==> config.mk <==
export PLATFORM = sky130hd
export DESIGN_NAME = mem_wb_stage
export DESIGN_NICKNAME = d
export VERILOG_FILES = /design/src/rtl/mem_wb_stage.sv
export SDC_FILE = /design/constraint.sdc
export NUM_CORES = 1
export LEC_CHECK = 0
export BUFFER_PORTS_ARGS = -buffer_cell sky130_fd_sc_hd__buf_2
export CORE_MARGIN = 1.5
export CORE_UTILIZATION = 40
export DETAILED_ROUTE_END_ITERATION = 8
export PLACE_DENSITY = 0.68
export SLEW_MARGIN = 20
export SYNTH_ARGS = -nofsm -noshare
export SYNTH_HDL_FRONTEND = slang
export SYNTH_SLANG_ARGS = --single-unit
==> constraint.sdc <==
create_clock -name clk_i -period 11.2 [get_ports clk_i]
set_clock_uncertainty 0.05 [all_clocks]
set_input_delay 0 -clock clk_i [delete_from_list [all_inputs] [get_ports clk_i]]
set_output_delay 0 -clock clk_i [all_outputs]
set_load 0.02 [all_outputs]
==> src/rtl/mem_wb_stage.sv <==
// ---------------------------------------------------------------------------
// mem_wb_stage
//
// MEM/WB pipeline register of the RV32I core. It captures the MEM-stage
// results, aligns and sign/zero-extends load data on the way in, and presents
// four writeback candidates to the downstream writeback mux:
//   i0 = alu_result_o, i1 = load_data_o, i2 = pc_plus4_o, i3 = imm_o,
//   with sel = result_src_o.
// It also counts retired instructions for the performance counters.
//
// Optional feature macro: MEM_WB_MISALIGN_CHECK_EN
//   When defined, the block adds the output misalign_o. This output flags
//   misaligned LH/LHU/LW loads. While it is set, the register-file write is
//   suppressed.
//
// Ports
//   clk_i, rst_i          clock (rising edge), asynchronous active-high reset
//   stall_i               hold the current WB contents
//   flush_i               capture a bubble (has priority over stall_i)
//   valid_i .. imm_i      MEM-stage instruction fields
//   valid_o .. imm_o      registered WB-stage fields
//   reg_write_o           qualified register-file write enable
//   load_data_o           aligned and extended load data
//   retire_cnt_o          retired-instruction count, wraps modulo 2^CNT_W
//   misalign_o            (macro only) misaligned-load flag
// ---------------------------------------------------------------------------
module mem_wb_stage #(
    parameter int CNT_W = 64
) (
    input  logic             clk_i,
    input  logic             rst_i,
    input  logic             stall_i,
    input  logic             flush_i,
    input  logic             valid_i,
    input  logic             reg_write_i,
    input  logic [1:0]       result_src_i,
    input  logic [4:0]       rd_i,
    input  logic [2:0]       funct3_i,
    input  logic [31:0]      alu_result_i,
    input  logic [31:0]      mem_rdata_i,
    input  logic [31:0]      pc_plus4_i,
    input  logic [31:0]      imm_i,
    output logic             valid_o,
    output logic             reg_write_o,
    output logic [1:0]       result_src_o,
    output logic [4:0]       rd_o,
    output logic [31:0]      alu_result_o,
    output logic [31:0]      load_data_o,
    output logic [31:0]      pc_plus4_o,
    output logic [31:0]      imm_o,
    output logic [CNT_W-1:0] retire_cnt_o
`ifdef MEM_WB_MISALIGN_CHECK_EN
    ,
    output logic             misalign_o
`endif
);

    localparam logic [2:0] F3_LB  = 3'b000;
    localparam logic [2:0] F3_LH  = 3'b001;
    localparam logic [2:0] F3_LW  = 3'b010;
    localparam logic [2:0] F3_LBU = 3'b100;
    localparam logic [2:0] F3_LHU = 3'b101;

    // ------------------------------------------------------------------
    // Load alignment (computed on the input side, before the register)
    // ------------------------------------------------------------------
    logic [1:0]  off;
    logic [7:0]  rdata_bytes [4];
    logic [7:0]  byte_sel;
    logic [15:0] half_sel;
    logic [31:0] load_aligned;

    assign off = alu_result_i[1:0];

    generate
        for (genvar gi = 0; gi < 4; gi++) begin : g_bytes
            assign rdata_bytes[gi] = mem_rdata_i[8*gi +: 8];
        end
    endgenerate

    assign byte_sel = rdata_bytes[off];
    // Halfword selection uses only off[1]. A misaligned LH therefore
    // silently reads the half containing the addressed byte.
    assign half_sel = off[1] ? mem_rdata_i[31:16] : mem_rdata_i[15:0];

    always_comb begin
        load_aligned = mem_rdata_i;
        case (funct3_i)
            F3_LB:   load_aligned = {{24{byte_sel[7]}}, byte_sel};
            F3_LBU:  load_aligned = {24'd0, byte_sel};
            F3_LH:   load_aligned = {{16{half_sel[15]}}, half_sel};
            F3_LHU:  load_aligned = {16'd0, half_sel};
            default: load_aligned = mem_rdata_i;
        endcase
    end

    // ------------------------------------------------------------------
    // Pipeline registers
    // ------------------------------------------------------------------
    logic             valid_q,     valid_d;
    logic             reg_q,       reg_d;
    logic [1:0]       src_q,       src_d;
    logic [4:0]       rd_q,        rd_d;
    logic [31:0]      alu_q,       alu_d;
    logic [31:0]      load_q,      load_d;
    logic [31:0]      pc4_q,       pc4_d;
    logic [31:0]      imm_q,       imm_d;
    logic [CNT_W-1:0] cnt_q,       cnt_d;
    logic             mis_q,       mis_d;
    logic             mis_in;

`ifdef MEM_WB_MISALIGN_CHECK_EN
    always_comb begin
        mis_in = 1'b0;
        if (valid_i && (result_src_i == 2'd1)) begin
            if (((funct3_i == F3_LH) || (funct3_i == F3_LHU)) && off[0])
                mis_in = 1'b1;
            else if ((funct3_i == F3_LW) && (off != 2'd0))
                mis_in = 1'b1;
        end
    end
`else
    assign mis_in = 1'b0;
`endif

    always_comb begin
        // Default: hold (stall behaviour)
        valid_d = valid_q;
        reg_d   = reg_q;
        src_d   = src_q;
        rd_d    = rd_q;
        alu_d   = alu_q;
        load_d  = load_q;
        pc4_d   = pc4_q;
        imm_d   = imm_q;
        mis_d   = mis_q;
        cnt_d   = cnt_q;

        // The instruction currently in WB retires whenever it is not being
        // held. A flush replaces what comes next. It does not cancel the
        // instruction that is leaving.
        if (valid_q && !stall_i)
            cnt_d = cnt_q + CNT_W'(1);

        if (flush_i) begin
            valid_d = 1'b0;
            reg_d   = 1'b0;
            src_d   = 2'd0;
            rd_d    = 5'd0;
            alu_d   = 32'd0;
            load_d  = 32'd0;
            pc4_d   = 32'd0;
            imm_d   = 32'd0;
            mis_d   = 1'b0;
        end else if (!stall_i) begin
            valid_d = valid_i;
            reg_d   = reg_write_i;
            src_d   = result_src_i;
            rd_d    = rd_i;
            alu_d   = alu_result_i;
            load_d  = load_aligned;
            pc4_d   = pc_plus4_i;
            imm_d   = imm_i;
            mis_d   = mis_in;
        end
    end

    always_ff @(posedge clk_i or posedge rst_i) begin
        if (rst_i) begin
            valid_q <= 1'b0;
            reg_q   <= 1'b0;
            src_q   <= 2'd0;
            rd_q    <= 5'd0;
            alu_q   <= 32'd0;
            load_q  <= 32'd0;
            pc4_q   <= 32'd0;
            imm_q   <= 32'd0;
            mis_q   <= 1'b0;
            cnt_q   <= '0;
        end else begin
            valid_q <= valid_d;
            reg_q   <= reg_d;
            src_q   <= src_d;
            rd_q    <= rd_d;
            alu_q   <= alu_d;
            load_q  <= load_d;
            pc4_q   <= pc4_d;
            imm_q   <= imm_d;
            mis_q   <= mis_d;
            cnt_q   <= cnt_d;
        end
    end

    // ------------------------------------------------------------------
    // Outputs
    // ------------------------------------------------------------------
    // Writes to x0 are never issued. Misaligned loads never write.
    assign reg_write_o  = reg_q & valid_q & (rd_q != 5'd0) & ~mis_q;
    assign valid_o      = valid_q;
    assign result_src_o = src_q;
    assign rd_o         = rd_q;
    assign alu_result_o = alu_q;
    assign load_data_o  = load_q;
    assign pc_plus4_o   = pc4_q;
    assign imm_o        = imm_q;
    assign retire_cnt_o = cnt_q;
`ifdef MEM_WB_MISALIGN_CHECK_EN
    assign misalign_o   = mis_q;
`endif

endmodule

## After elaboration in Yosys (flattened, before gate mapping)

Cells that the tools add are included.

- Output and inout bits: 201
- Register bits: 202

- Multiplexer cells: 23
- $add $sub $neg: 1
- Order comparisons: 1
- Bitwise operators: 5
- Reductions and logical operators: 4
- Equality and inequality tests: 4

Operator list:

| operator | number |
|---|---|
| 32-bit two-way mux | 8 |
| 32-bit case mux with 4 select lines | 1 |
| 64-bit by 1-bit adder with 64-bit output, second input constant | 1 |
| 8-bit binary-select mux with 2-bit select | 1 |
| 16-bit two-way mux | 1 |
| 8-bit two-way mux | 2 |
| 5-bit two-way mux | 2 |
| 3-bit == test, second input constant | 2 |
| 1-bit two-way mux | 6 |
| 5-bit nonzero test | 1 |
| 2-bit two-way mux | 2 |
| 1-bit bitwise AND | 3 |
| 3-bit by 1-bit == test with 1-bit output, second input constant | 1 |
| 3-bit >= comparator, second input constant | 1 |
| 3-bit logical NOT | 1 |
| 2-bit inverter with 3-bit output | 1 |
| 2-bit by 1-bit != test with 1-bit output, second input constant | 1 |
| 1-bit logical AND | 1 |
| 1-bit logical NOT | 1 |
| 1-bit inverter | 1 |

## Logic depth before layout (Yosys ltp)

- Depth after elaboration: 7
- Depth in mapped cells: 7
- Mapped depth without buffers: 6

## Worst setup path after synthesis

Ideal clock, no wire load.

- Path kind: register to register
- Start: register cnt_q[40] (netlist: retire_cnt_o[40])
- End: register cnt_q[59] (netlist: retire_cnt_o[59])
- Cell stages (with the launch flop): 6
- Buffers on the path: 0
- Setup time: 0.080 ns
- Data arrival time: 1.961 ns
- Clock period less this slack: 2.090 ns
- Path slack: 9.110 ns
- Cells stage by stage: dfrtp_1 > nand4_1 > or3_4 > or4_4 > nor3_1 > xor2_1

- Longest elaborated chain between the ends: 1

RTL lines:

| element | RTL line | source |
|---|---|---|
| start: declaration | 108 | `logic [CNT_W-1:0] cnt_q, cnt_d;` |
| start signal: assignment | 190 | `cnt_q <= cnt_d;` |
| 64-bit by 1-bit adder with 64-bit output | 143 | `cnt_d = cnt_q + CNT_W'(1);` |

Every way passes these cells.
A chain may end at the register's enable or synchronous reset.

## Worst setup path in the final report

- Start: input port flush_i
- End: register load_q[7] (netlist: load_data_o[7])

- Longest elaborated chain between the ends: 1
- Elaborated cells on any way between the ends: 2

RTL lines:

| element | RTL line | source |
|---|---|---|
| start: declaration | 33 | `input logic flush_i,` |
| 2-bit by 1-bit != test with 1-bit output (no source line) or 32-bit two-way mux (tied branches) | - |  |
| end signal: assignment | 186 | `load_q <= load_d;` |
| end: declaration | 105 | `logic [31:0] load_q, load_d;` |

Several ways; a longest one is shown, not always the timed one.

==> flow_results.org <==
** Worst setup path
- For the worst setup path, the data arrival time is 3.13 ns.
- Counting cells, the worst reg-to-reg path comes to 5.
- Crit path kind :: input port to flip-flop
- Startpoint type of the worst setup path :: input port
- Worst reg2reg path endpoint :: retire_cnt_o[33]
- The worst setup path is captured at a flip-flop.
- At the worst endpoint, the required time is ~12 ns.
- Slack of the worst reg-to-reg path :: between 8 and 9 ns
- The worst register-to-register path begins at valid_o.
- In this run the worst path has a maximum fanout of 35.
- In this run the worst setup path terminates at load_data_o[7].
- The most critical setup path has its startpoint at flush_i.

** Routing
- The detailed router finished its first iteration with a little under 500 violations.
- Via density per instance :: just over 5
- Summed over all layers, the routed wires come to around 30 mm.
- Initial DRT Pass Iterations :: 5
- DR vias :: about 8,400
- Post-route DRC violation count :: 0
- DR WL/cell :: 18.3 um
- Once detail routing completed, the nets flagged for antenna violations numbered 0.

** Power
- Leakage power :: about 7.4 nW
- Total power divided by cell area :: 137 mW/mm2
- Peak VDD IR :: 0.119 mV
- Overall power consumption after layout is estimated at 1.85 mW.

** Min path
- Hold/Removal Path Class :: input port to flip-flop

** Synthesis
- Top cell type's share of synthesized area :: about 57%
- After synthesis, flip-flops and latches occupy a little under three fifths of the total area.
- Ranking of synthesized cells by instance count :: sky130_fd_sc_hd__dfrtp_1, sky130_fd_sc_hd__nor2_1, sky130_fd_sc_hd__mux2i_1
- Number of distinct library cell variants in the gate-level netlist after synthesis :: 48
- In the synthesized netlist the dominant register cell turns out to be sky130_fd_sc_hd__dfrtp_1.
- Of all flip-flops after synthesis, the portion carrying an async set or reset was between 90% and 100%.
- The synthesized design contains 0 enable-type register cells.
- In the post-synthesis netlist, the cell with the most instances is sky130_fd_sc_hd__dfrtp_1.
- Sorting the synthesized cells by area gives the leading types as sky130_fd_sc_hd__dfrtp_1, sky130_fd_sc_hd__mux2i_1, sky130_fd_sc_hd__nor2_1.
- Average size of a mapped cell :: 11.1 um2
- Synthesis inferred between 200 and 250 register bits.
- sky130_fd_sc_hd__dfrtp_1 takes more of the synthesized area than any other cell.
- The cell area that synthesis handed to floorplanning was between 0.008 and 0.009 mm2.
- Cell count after synthesis :: 795
- Synthesized netlist net count :: 940
- During synthesis, Yosys emitted a total of 0 warnings.

** Timing
- The worst path meets setup with about 8.5 ns of slack.
- The final critical path takes up between 20% and 30% of the cycle.
- Timing would allow up to 0.364 GHz.
- The number of pins exceeding their max-slew limit in the final report was 0.
- Max-slew headroom at the worst pin :: between 20% and 30%
- Final critical-path required period :: approximately 2.7 ns
- Total count of hold-check failures in the final report :: 0
- Final TNS setup :: 0 ns
- Setup violations remaining at the end of the flow were counted as 0.
- Setup repair after global routing left no endpoint under its margin.
- For the pin with the worst max-slew slack, the measured transition is 1.12 ns.

** Global routing
- For this run the aggregate overflow at the end of global routing stands at 0.
- The via count of the first global-routing pass came to 8,804.
- For this run, the total global-route usage over all layers was measured as between 20% and 30%.
- The first global-routing pass estimated 47.7 mm of wire.
- Largest net degree at the start of global routing :: 129
- The initial antenna violation count was 2.

** Layout
- Compared with the post-synthesis result, the final layout area differs by 52.9%.
- Of the cells placed in the final design, the portion with a size suffix greater than 1 is 30.2%.
- Total number of nets in the final design :: ~1,500
- Post-layout utilization of the core :: a little over 60%
- Final Non-Filler Cells :: 1,619

** Placement
- Weighted congestion at the end of routability-driven global placement :: 0.865
- In this run, placement finished with an instance count of around 1,400.
- OpenSTA, run right after detailed placement, puts the worst setup slack at between 8 and 9 ns.
- Quantity of I/O buffers inserted on ports :: about 340
- Placed wire-length estimate after detailed placement :: ~18 mm

** Run status
- The flow ran to the end, and the final reports show no timing, DRC or antenna violations.

** Floorplan
- For this design the top-level I/O count stands at ~350.
- The die is about 150 um tall.
- For this configuration, the core starts out at a cell density of around 41%.
- In this run the standard cell core region covers 0.0218 mm2.
- Horizontal die dimension :: between 150 and 200 um
- Die Footprint :: roughly 0.023 mm2
- The floorplan has 54 rows.

** Clock tree
- Number of buffers inserted during clock tree synthesis :: 23
- CTS H-Tree Depth :: 1
- In this run the clock root is driven by a sky130_fd_sc_hd__clkbuf_16.
- Clock-pin slew was measured on the worst setup and hold paths at approximately 0.060 ns.
- Clock insertion delay at the later pin of the skew report :: a little over 0.5 ns
- CTS tree :: yes
- Clk sinks :: ~200
- Once the clock tree was built, the resizer swapped 0 gates to a different size.
- Bufs on Longest Clock Path :: 3

** Run
- The tool flagged a number of max-cap violations equal to 0.
[cell families (layout without fill, tap and decap cells)]
logic type | after synthesis | count (layout) | synth area share, %
buffers and inverters | 53 | 596 | 2.37
xor gates and xnor gates | 63 | 63 | 6.23
AOI/OAI and AO/OA | 67 | 67 | 5.53
and+or+nand+nor | 296 | 296 | 15.7
other | 0 | 1 | 0
DFF | 201 | 201 | 56.8
adders and majority gates | 1 | 1 | 0.141
muxes | 114 | 114 | 13.3
[stage by stage]
stage | area (um2) | hold slack (ns)
6_report | 13600 | 0.0230
5_1_grt | 13600 | 0.0726
4_1_cts | 13500 | 0.0193
3_5_place_dp | 10800 | 0.195
3_3_place_gp | 10800 | 0.186
2_1_floorplan | 8860 | 0.0953
[state kept, by name (all words and copies together), names as in the netlist]
| signal | count |
|---|---|
| load_data_o | 32 |
| alu_result_o | 32 |
| valid_o | 1 |
| pc_plus4_o | 32 |
| imm_o | 32 |
| reg_q | 1 |
| rd_o | 5 |
| retire_cnt_o | 64 |
| result_src_o | 2 |
[worst min-delay path by stage]
| stage | start | slack, ns | to | depth (start not counted) |
|---|---|---|---|---|
| finish | funct3_i[0] | 0.02 | load_data_o[13] | 3 |
| floorplan | mem_rdata_i[16] | 0.1 | load_data_o[16] | 1 |
| global placement | imm_i[20] | 0.19 | imm_o[20] | 3 |
| detailed placement | imm_i[13] | 0.19 | imm_o[13] | 3 |
| global route | funct3_i[0] | 0.07 | load_data_o[13] | 3 |
| CTS | funct3_i[0] | 0.02 | load_data_o[13] | 3 |
[per-layer routing]
layer / up-vias / global-route usage, % / wire (um)
met4: 2 / 11.3 / 1310
li1: 3817 / - / -
met5: - / 0 / 13
met2: 427 / 43.3 / 14500
met1: 4021 / 29.9 / 11300
met3: 114 / 7.19 / 2580
[area by class of cell]
class                      instances  area, um2
fill                            1683       8210
clock buffer                      35        691
clock inverter                     6       80.1
tap                              280        350
timing repair buffer             543       3710
multi-input combinational        541       3630
sequential                       201       5030
inverter                          12       52.6
antenna                            1       2.50
[critical path, cell delays in order]
cell,delay (ns)
sky130_fd_sc_hd__dlygate4sd3_1,0.54
sky130_fd_sc_hd__buf_4,0.27
sky130_fd_sc_hd__nor2_1,0.66
sky130_fd_sc_hd__o21ai_0,0.19
sky130_fd_sc_hd__a21oi_1,0.16
sky130_fd_sc_hd__dlygate4sd3_1,0.58
sky130_fd_sc_hd__o31ai_1,0.07
sky130_fd_sc_hd__dlygate4sd3_1,0.58
sky130_fd_sc_hd__nand2_1,0.06
[where the power goes]
group | internal, mW | switching, mW | total, mW
sequential | 0.762 | 0.0269 | 0.789
clock | 0.469 | 0.302 | 0.771
combinational | 0.131 | 0.160 | 0.291
[placed cells by master (no fill, tap or decap), types with 2 or more instances in the layout]
master,count
sky130_fd_sc_hd__and4_1,3
sky130_fd_sc_hd__mux2_2,7
sky130_fd_sc_hd__a21oi_1,11
sky130_fd_sc_hd__dlygate4sd3_1,196
sky130_fd_sc_hd__nor2_1,136
sky130_fd_sc_hd__nand2b_1,3
sky130_fd_sc_hd__nand4_1,18
sky130_fd_sc_hd__and3_1,11
sky130_fd_sc_hd__mux2i_1,105
sky130_fd_sc_hd__clkbuf_8,7
sky130_fd_sc_hd__buf_2,342
sky130_fd_sc_hd__nor3_1,27
sky130_fd_sc_hd__o31ai_1,2
sky130_fd_sc_hd__o21ai_0,20
sky130_fd_sc_hd__mux4_2,2
sky130_fd_sc_hd__clkbuf_16,23
sky130_fd_sc_hd__nand2_1,55
sky130_fd_sc_hd__a221o_1,16
sky130_fd_sc_hd__buf_4,4
sky130_fd_sc_hd__a21o_1,2
sky130_fd_sc_hd__bufinv_16,2
sky130_fd_sc_hd__nor4_1,10
sky130_fd_sc_hd__inv_1,11
sky130_fd_sc_hd__xor2_1,40
sky130_fd_sc_hd__o22ai_1,3
sky130_fd_sc_hd__clkinv_2,4
sky130_fd_sc_hd__nand3_1,19
sky130_fd_sc_hd__o221ai_1,5
sky130_fd_sc_hd__a221oi_1,2
sky130_fd_sc_hd__xnor2_1,23
sky130_fd_sc_hd__clkbuf_1,5
sky130_fd_sc_hd__dfrtp_1,201
[what timing repair did]
item,CTS,global route
endpoints found under the hold margin,264,0
hold buffers,196,0
setup buffers,0,0
No activity file was read; power rests on OpenSTA's default activity.
